<file path="src/rtl/store_write_buffer_if.sv">
// Store write buffer bus: store intake, load hazard probe, memory write port and status.
// Revision 1.0
`default_nettype none

interface store_write_buffer_if #(
    parameter int DATA_SIZE = 32
);
    logic                 st_valid;
    logic [DATA_SIZE-1:0] st_addr;
    logic [DATA_SIZE-1:0] st_data;
    logic [3:0]           st_web;
    logic [2:0]           st_core_type;
    logic                 st_ready;

    logic                 ld_check;
    logic [DATA_SIZE-1:0] ld_addr;
    logic                 ld_hazard;

    logic                 mem_req;
    logic [DATA_SIZE-1:0] mem_addr;
    logic [DATA_SIZE-1:0] mem_wdata;
    logic [3:0]           mem_web;
    logic [2:0]           mem_core_type;
    logic                 mem_ack;

    logic [2:0]           count;
    logic                 empty;

    // Buffer side
    modport slave (
        input  st_valid, st_addr, st_data, st_web, st_core_type,
        output st_ready,
        input  ld_check, ld_addr,
        output ld_hazard,
        output mem_req, mem_addr, mem_wdata, mem_web, mem_core_type,
        input  mem_ack,
        output count, empty
    );

    // Pipeline / memory side
    modport master (
        output st_valid, st_addr, st_data, st_web, st_core_type,
        input  st_ready,
        output ld_check, ld_addr,
        input  ld_hazard,
        input  mem_req, mem_addr, mem_wdata, mem_web, mem_core_type,
        output mem_ack,
        input  count, empty
    );
endinterface

`default_nettype wire

</file>
<file path="src/rtl/store_write_buffer.sv">
// store_write_buffer: in-order FIFO of pending stores draining to data memory,
// with word-granular load hazard detection. Revision 1.0
`default_nettype none

module store_write_buffer #(
    parameter int DATA_SIZE = 32,
    parameter int DEPTH     = 4
) (
    input  wire logic            clk,
    input  wire logic            rst,
    store_write_buffer_if.slave  bus
);
    localparam int PTR_W = (DEPTH > 1) ? $clog2(DEPTH) : 1;
    localparam int CNT_W = $clog2(DEPTH + 1);

    typedef enum logic [0:0] {
        IDLE  = 1'b0,
        ISSUE = 1'b1
    } state_t;

    state_t r_state;
    state_t w_state_next;

    logic [DATA_SIZE-1:0] r_addr  [DEPTH];
    logic [DATA_SIZE-1:0] r_data  [DEPTH];
    logic [3:0]           r_web   [DEPTH];
    logic [2:0]           r_ctype [DEPTH];
    logic [DEPTH-1:0]     r_valid;

    logic [PTR_W-1:0] r_wptr;
    logic [PTR_W-1:0] r_rptr;
    logic [CNT_W-1:0] r_count;

    logic w_ready;
    logic w_push;
    logic w_pop;
    logic w_issue;
    logic w_hazard;

    assign w_ready = (r_count < CNT_W'(DEPTH));
    assign w_issue = (r_state == ISSUE);
    // All-ones web is a no-op store: handshake completes but nothing is queued
    assign w_push  = bus.st_valid & w_ready & (bus.st_web != 4'b1111);
    assign w_pop   = w_issue & bus.mem_ack;

    always_ff @(posedge clk) begin
        if (rst) begin
            r_wptr  <= '0;
            r_rptr  <= '0;
            r_count <= '0;
            r_valid <= '0;
        end else begin
            if (w_push) begin
                r_valid[r_wptr] <= 1'b1;
                r_wptr <= (r_wptr == PTR_W'(DEPTH - 1)) ? '0 : r_wptr + PTR_W'(1);
            end
            if (w_pop) begin
                r_valid[r_rptr] <= 1'b0;
                r_rptr <= (r_rptr == PTR_W'(DEPTH - 1)) ? '0 : r_rptr + PTR_W'(1);
            end
            case ({w_push, w_pop})
                2'b10:   r_count <= r_count + CNT_W'(1);
                2'b01:   r_count <= r_count - CNT_W'(1);
                default: r_count <= r_count;
            endcase
        end
    end

    // Payload storage needs no reset; r_valid qualifies every use
    always_ff @(posedge clk) begin
        if (w_push) begin
            r_addr[r_wptr]  <= bus.st_addr;
            r_data[r_wptr]  <= bus.st_data;
            r_web[r_wptr]   <= bus.st_web;
            r_ctype[r_wptr] <= bus.st_core_type;
        end
    end

    always_ff @(posedge clk) begin
        if (rst) begin
            r_state <= IDLE;
        end else begin
            r_state <= w_state_next;
        end
    end

    always_comb begin
        w_state_next = r_state;
        case (r_state)
            IDLE: begin
                if (r_count != '0) begin
                    w_state_next = ISSUE;
                end
            end
            ISSUE: begin
                if (w_pop && (r_count == CNT_W'(1)) && !w_push) begin
                    w_state_next = IDLE;
                end
            end
            default: w_state_next = IDLE;
        endcase
    end

    // The head being popped this cycle still counts; a store arriving this cycle does not
    always_comb begin
        w_hazard = 1'b0;
        for (int i = 0; i < DEPTH; i++) begin
            if (r_valid[i] && ((r_addr[i] >> 2) == (bus.ld_addr >> 2))) begin
                w_hazard = 1'b1;
            end
        end
    end

    assign bus.st_ready      = w_ready;
    assign bus.ld_hazard     = bus.ld_check & w_hazard;
    assign bus.mem_req       = w_issue;
    assign bus.mem_addr      = w_issue ? r_addr[r_rptr]  : '0;
    assign bus.mem_wdata     = w_issue ? r_data[r_rptr]  : '0;
    assign bus.mem_web       = w_issue ? r_web[r_rptr]   : 4'b1111;
    assign bus.mem_core_type = w_issue ? r_ctype[r_rptr] : 3'b010;
    assign bus.count         = 3'(r_count);
    assign bus.empty         = (r_count == '0);

endmodule

`default_nettype wire
</file>
<file path="src/flat_wrapper.sv">
// flat-port wrapper written by rule: the top's interface ports become plain ports
module store_write_buffer_flat 
#(
    parameter int DATA_SIZE = 32,
    parameter int DEPTH     = 4
)
  (clk, rst, bus_st_valid, bus_st_addr, bus_st_data, bus_st_web, bus_st_core_type, bus_st_ready, bus_ld_check, bus_ld_addr, bus_ld_hazard, bus_mem_req, bus_mem_addr, bus_mem_wdata, bus_mem_web, bus_mem_core_type, bus_mem_ack, bus_count, bus_empty);
  store_write_buffer_if #(.DATA_SIZE(DATA_SIZE)) bus_i ();
  input  wire logic clk;
  input  wire logic rst;
  input wire logic [$bits(bus_i.st_valid)-1:0] bus_st_valid;
  input wire logic [$bits(bus_i.st_addr)-1:0] bus_st_addr;
  input wire logic [$bits(bus_i.st_data)-1:0] bus_st_data;
  input wire logic [$bits(bus_i.st_web)-1:0] bus_st_web;
  input wire logic [$bits(bus_i.st_core_type)-1:0] bus_st_core_type;
  output wire logic [$bits(bus_i.st_ready)-1:0] bus_st_ready;
  input wire logic [$bits(bus_i.ld_check)-1:0] bus_ld_check;
  input wire logic [$bits(bus_i.ld_addr)-1:0] bus_ld_addr;
  output wire logic [$bits(bus_i.ld_hazard)-1:0] bus_ld_hazard;
  output wire logic [$bits(bus_i.mem_req)-1:0] bus_mem_req;
  output wire logic [$bits(bus_i.mem_addr)-1:0] bus_mem_addr;
  output wire logic [$bits(bus_i.mem_wdata)-1:0] bus_mem_wdata;
  output wire logic [$bits(bus_i.mem_web)-1:0] bus_mem_web;
  output wire logic [$bits(bus_i.mem_core_type)-1:0] bus_mem_core_type;
  input wire logic [$bits(bus_i.mem_ack)-1:0] bus_mem_ack;
  output wire logic [$bits(bus_i.count)-1:0] bus_count;
  output wire logic [$bits(bus_i.empty)-1:0] bus_empty;
  assign bus_i.st_valid = bus_st_valid;
  assign bus_i.st_addr = bus_st_addr;
  assign bus_i.st_data = bus_st_data;
  assign bus_i.st_web = bus_st_web;
  assign bus_i.st_core_type = bus_st_core_type;
  assign bus_st_ready = bus_i.st_ready;
  assign bus_i.ld_check = bus_ld_check;
  assign bus_i.ld_addr = bus_ld_addr;
  assign bus_ld_hazard = bus_i.ld_hazard;
  assign bus_mem_req = bus_i.mem_req;
  assign bus_mem_addr = bus_i.mem_addr;
  assign bus_mem_wdata = bus_i.mem_wdata;
  assign bus_mem_web = bus_i.mem_web;
  assign bus_mem_core_type = bus_i.mem_core_type;
  assign bus_i.mem_ack = bus_mem_ack;
  assign bus_count = bus_i.count;
  assign bus_empty = bus_i.empty;
  store_write_buffer #(.DATA_SIZE(DATA_SIZE), .DEPTH(DEPTH)) u_core (.clk(clk), .rst(rst), .bus(bus_i));
endmodule
</file>
<file path="config.mk">
export PLATFORM = sky130hd
export DESIGN_NAME = store_write_buffer_flat
export DESIGN_NICKNAME = d
export VERILOG_FILES = /design/src/rtl/store_write_buffer_if.sv /design/src/rtl/store_write_buffer.sv /design/src/flat_wrapper.sv
export SDC_FILE = /design/constraint.sdc
export NUM_CORES = 1
export LEC_CHECK = 0
export BUFFER_PORTS_ARGS = -buffer_cell sky130_fd_sc_hd__buf_2
export CORE_MARGIN = 2
export CORE_UTILIZATION = 35
export DETAILED_ROUTE_END_ITERATION = 8
export PLACE_DENSITY = 0.53
export SKIP_CTS_REPAIR_TIMING = 1
export SYNTH_ARGS = -nofsm -noshare
export SYNTH_HDL_FRONTEND = slang
export SYNTH_SLANG_ARGS = --single-unit
</file>
<file path="constraint.sdc">
create_clock -name clk -period 10 [get_ports clk]
set_input_delay 2 -clock clk [delete_from_list [all_inputs] [get_ports clk]]
set_output_delay 2 -clock clk [all_outputs]
set_load 0.03 [all_outputs]
</file>
* Word-level counts from Yosys, hierarchy flattened
Memories as Yosys holds them, arrays and structs flattened. A register that Yosys moved wholly into a read port is not among the register bits.
Cells that the tools add are included.
** Storage, ports and cells
- Bits in registers :: 12
- Memory bits (writable) :: 284
- Input bits :: 108
- Output and inout bits :: 78
- Memories :: 4
** Cells by class
- $add $sub $neg :: 4
- $lt $le $gt $ge :: 5
- Equal/unequal tests :: 10
- Mux-type cells :: 31
- Bitwise logic cells :: 8
- Reduce and logical (&&, ||, !) cells :: 12
** Memory list
- u_core.r_addr :: words 4, bits a word 32, read ports 5, clocked after Yosys merged registers in 1, wr ports 1, line store_write_buffer.sv:24 : logic [DATA_SIZE-1:0] r_addr [DEPTH];
- u_core.r_data :: words 4, bits a word 32, read ports 1, clocked after Yosys merged registers in 1, wr ports 1, line store_write_buffer.sv:25 : logic [DATA_SIZE-1:0] r_data [DEPTH];
- u_core.r_web :: words 4, bits a word 4, read ports 1, clocked after Yosys merged registers in 1, wr ports 1, line store_write_buffer.sv:26 : logic [3:0] r_web [DEPTH];
- u_core.r_ctype :: words 4, bits a word 3, read ports 1, clocked after Yosys merged registers in 1, wr ports 1, line store_write_buffer.sv:27 : logic [2:0] r_ctype [DEPTH];
** Operators with widths (number)
- 30-bit equality test :: 4
- 32-bit two-way mux :: 2
- 2-bit two-way mux :: 10
- 4-bit two-way mux :: 4
- 1-bit two-way mux :: 10
- 1-bit logical AND :: 8
- 2-bit equality test (second input constant) :: 3
- 2-bit by 3-bit less-than comparator with 1-bit output (second input constant) :: 2
- 3-bit case mux with 2 select lines :: 1
- 2-bit by 1-bit adder with 2-bit output (second input constant) :: 2
- 1-bit AND :: 4
- 4-bit AND :: 1
- 1-bit demux with 2-bit select :: 2
- 2-bit by 1-bit >= comparator with 1-bit output (second input constant) :: 2
- 4-bit != test (second input constant) :: 1
- 4-bit NOT :: 1
- 4-bit OR :: 1
- 3-bit by 1-bit adder with 3-bit output (second input constant) :: 1
- 3-bit by 1-bit equality test with 1-bit output (second input constant) :: 1
- 3-bit zero test :: 1
- 3-bit less-than comparator (second input constant) :: 1
- 3-bit two-way mux :: 1
- 3-bit nonzero test :: 1
- 3-bit by 1-bit subtractor with 3-bit output (second input constant) :: 1
- 5 further kinds :: 5

* Depth between registers and ports, before layout
- Depth in word-level cells :: 9
- Mapped depth :: 8

* Worst setup path before layout
OpenSTA, ideal clock, no wires.
- Kind :: input to output
- Start :: in bus_ld_addr[24]
- End :: out bus_ld_hazard
- Data arrival time :: 3.173 ns
- Data required time :: 8.000 ns
- Setup slack :: 4.827 ns
- Cell stages on the path :: 6
- Cell sequence :: clkbuf_1 > xnor2_1 > nand4_1 > nor4_1 > nand4_1 > a41oi_2
** Between the ends
- Cells in the longest elaborated chain, start to end :: 7
** RTL lines
- from (decl) :: line flat_wrapper.sv:18 : input wire logic [$bits(bus_i.ld_addr)-1:0] bus_ld_addr;
- 30-bit equality test :: line store_write_buffer.sv:108 : if (r_valid[i] && ((r_addr[i] >> 2) == (bus.ld_addr >> 2))) begin
- 1-bit logical AND :: line store_write_buffer.sv:108
- 1-bit two-way mux (3 in series) :: line store_write_buffer.sv:108
- 1-bit two-way mux (*) :: line store_write_buffer.sv:108
- 1-bit AND (*) :: line store_write_buffer.sv:115 : assign bus.ld_hazard = bus.ld_check & w_hazard;
- to (decl) :: line flat_wrapper.sv:19 : output wire logic [$bits(bus_i.ld_hazard)-1:0] bus_ld_hazard;
Every way passes the cells marked *; elsewhere a longest branch is shown, timed or not.

* Worst setup path in the final report
- Start :: in bus_ld_addr[28]
- End :: out bus_ld_hazard
Same word-level chain as after synthesis.

==> results_dict.tcl <==
set metrics [dict create \
    cellLeakagePower_nw 5.256 \
    start_util_pct 35.42 \
    dr.first_iter.drc_count 271 \
    grt_pass1_vias 7219 \
    vias 6900 \
    final_cell_mix "edfxtp_1, buf_2, xnor2_1" \
    gr-total-overflow 0 \
    relSlewSlack_pct 35.36 \
    reg2reg_from "u_core.bus.count[2]$_SDFFE_PP0P_" \
    seq_area_frac_synth_pct 68.26 \
    grt_max_degree 47 \
    yosys_warnings 0 \
    skew_ns 0.01853 \
    cp_slowest_cell "nor4_1" \
    worstMarginPinSlew_ns 0.9696 \
    crit_fanout 4 \
    cts_tree "done" \
    syn_nets 824 \
    synth.distinct_cells 29 \
    final_max_slew_viol_count 0 \
    post-dp-hpwl_um 20120 \
    synth_cells 703 \
    core_um2 36430 \
    critPathTopFamily "simple AND/OR/NAND/NOR gates" \
    dr.pass1.iters 5 \
    synth_area_um2 12900 \
    cp-end-kind "output pin" \
    clock_sinks 298 \
    final_design_area_no_fill_um2 15330 \
    required_ns 8.00 \
    die_h_um 196.0 \
    post-route-period-util_pct 59.57 \
    placed_cells 1323 \
    max_freq_mhz 167.9 \
    ant_nets 0 \
    die-area_um2 38420 \
    grt.total_usage_pct 16.37 \
    min_path_type "reg -> reg" \
    viasPerCell 4.943 \
    finalWirelength_um 31330 \
    grt_pass1_wl_um 46150 \
    drive_gt1_share_pct 34.45 \
    ys_ff_latch 298 \
    grt_antenna_before_repair 5 \
    status "finished clean" \
    avgSynthCellArea_um2 18.36 \
    crit_path_cell_trace "buf_2, xnor2_1, nand4_1, nor4_1, nand4_1, a41oi_2, buf_2" \
    period_needed_ns 5.957 \
    final_core_util_pct 42.08 \
    clockRootBuffer "clkbuf_16" \
    die_w_um 196.0 \
    tns_ns 0 \
    crit_arrival_ns 3.96 \
    place_congestion 0.7731 \
    rsz0062_at_grt "false" \
    finalNonFillerCells 1396 \
    worstSetupPathType "in -> out" \
    p_total_mw 3.406 \
    drc 0 \
    insertion_delay_ns 0.53 \
    cp_num_buf_inv 2 \
    cpPeakStageDelay_ns 0.48 \
    cap_violations 0 \
    synthToLayoutAreaGrowth_pct 18.81 \
    finalSetupViolCount 0 \
    hold_path.startpoint "u_core.r_valid[1]$_SDFF_PP0_" \
    worstSetupStartpoint "bus_ld_addr[28]" \
    io_pins 186 \
    hold_violations 0 \
    final_common_cell "edfxtp_1" \
    io_buffers 183 \
    place_area_um2 14180 \
    fillers 3329 \
    clk_path_buf_depth 3 \
    ir_drop_mv 0.1484 \
    wire_per_inst_um 22.44 \
    p_per_area_nw_per_um2 222.2 \
    cts_htree_levels 2 \
    nets 1015 \
    setup.worst_path.start_class "input port" \
    clkTransAtPathRegs_ns 0.06 \
    cts_made_buffers 37 \
    rows 70 \
]
## routing by layer
| layer | GRT usage [%] | vias up | share of wire, % |
|---|---|---|---|
| met5 | 0 | - | 0.041 |
| met4 | 4.209 | 2 | 2.0 |
| met3 | 4.607 | 51 | 6.9 |
| met2 | 26.90 | 204 | 49 |
| met1 | 21.50 | 3531 | 42 |
| li1 | - | 3112 | - |
## synthesized netlist by cell type (all sizes together)
cell    number  share of area, %
nor3         1             0.039
inv         11              0.32
buf         24               1.9
nor2         8              0.23
mux2i        3              0.23
ha          13               1.3
a41oi        1              0.13
o21ai        2             0.078
nand2        4              0.12
nand3        1             0.039
mux4        71                12
edfxtp     284                66
a21oi        8              0.31
xnor2       76               5.2
dfxtp       14               2.2
o21a         4              0.23
or3          1             0.049
nor4        16              0.78
clkbuf      14              0.44
nand4       25               1.2
xor2        46               3.1
nand2b       5              0.24
and2        70               3.4
a211oi       1             0.058
## kinds of logic after synthesis
| logic type | count (synthesis) | share of synthesized area [%] |
|---|---|---|
| flip-flops | 298 | 68.26 |
| AND/OR/NAND/NOR | 131 | 6.098 |
| XOR/XNOR | 122 | 8.338 |
| multiplexers | 74 | 12.62 |
| buffers and inverters | 49 | 2.618 |
| AO/OA/AOI/OAI | 16 | 0.8048 |
| adder cells (fa/ha/maj) | 13 | 1.260 |
## worst reg2reg max path: cells and delay by family (launching register included)
| kind | cells | cell delay [ns] |
|---|---|---|
| buffers and inverters | 1 | 0.73 |
| flip-flops | 1 | 0.35 |
| AND/OR/NAND/NOR | 2 | 0.99 |
## report_power, final
group	switching, mW	leakage [nW]	internal, mW	total, mW
logic	0.399	1.99	0.239	0.638
clock network	0.498	0.549	0.747	1.25
registers	0.0615	2.72	1.46	1.52
## registers in the layout, indices dropped and copies added, names as in the netlist, named ones only
register            count
u_core.bus.count        3
u_core.bus.mem_req      1
u_core.r_addr         128
u_core.r_ctype         12
u_core.r_data         128
u_core.r_rptr           2
u_core.r_valid          4
u_core.r_web           16
u_core.r_wptr           2
## cell type report
type / instances / area, um^2 / area share, %
antenna: 5 / 12.51 / 0.08161
clock buffer: 56 / 1040 / 6.781
clock inverter: 12 / 98.84 / 0.6447
inverter: 11 / 41.29 / 0.2693
multi-input combinational: 356 / 3769 / 24.58
sequential: 298 / 8817 / 57.51
tap: 468 / 585.6 / 3.819
timing repair buffer: 190 / 968.4 / 6.316
## through the flow
stage               worst slack [ns]  hold slack, ns
floorplan                      4.827          0.4404
detailed placement             4.053          0.4662
finish                         4.043          0.4806
CTS                            4.020          0.4823
global placement               4.031          0.4520
global route                   3.999          0.5192
## worst paths after layout
check                                   endpoint  depth (start not counted)  slack (ns)
setup / recovery                   bus_ld_hazard                          7        4.04
hold / removal      u_core.r_valid[1]$_SDFF_PP0_                          1        0.48
setup reg to reg  u_core.r_data[1][24]$_DFFE_PP_                          3        7.52
hold reg to reg     u_core.r_valid[1]$_SDFF_PP0_                          1        0.48
Note: power is estimated with default switching activity, not from simulation.
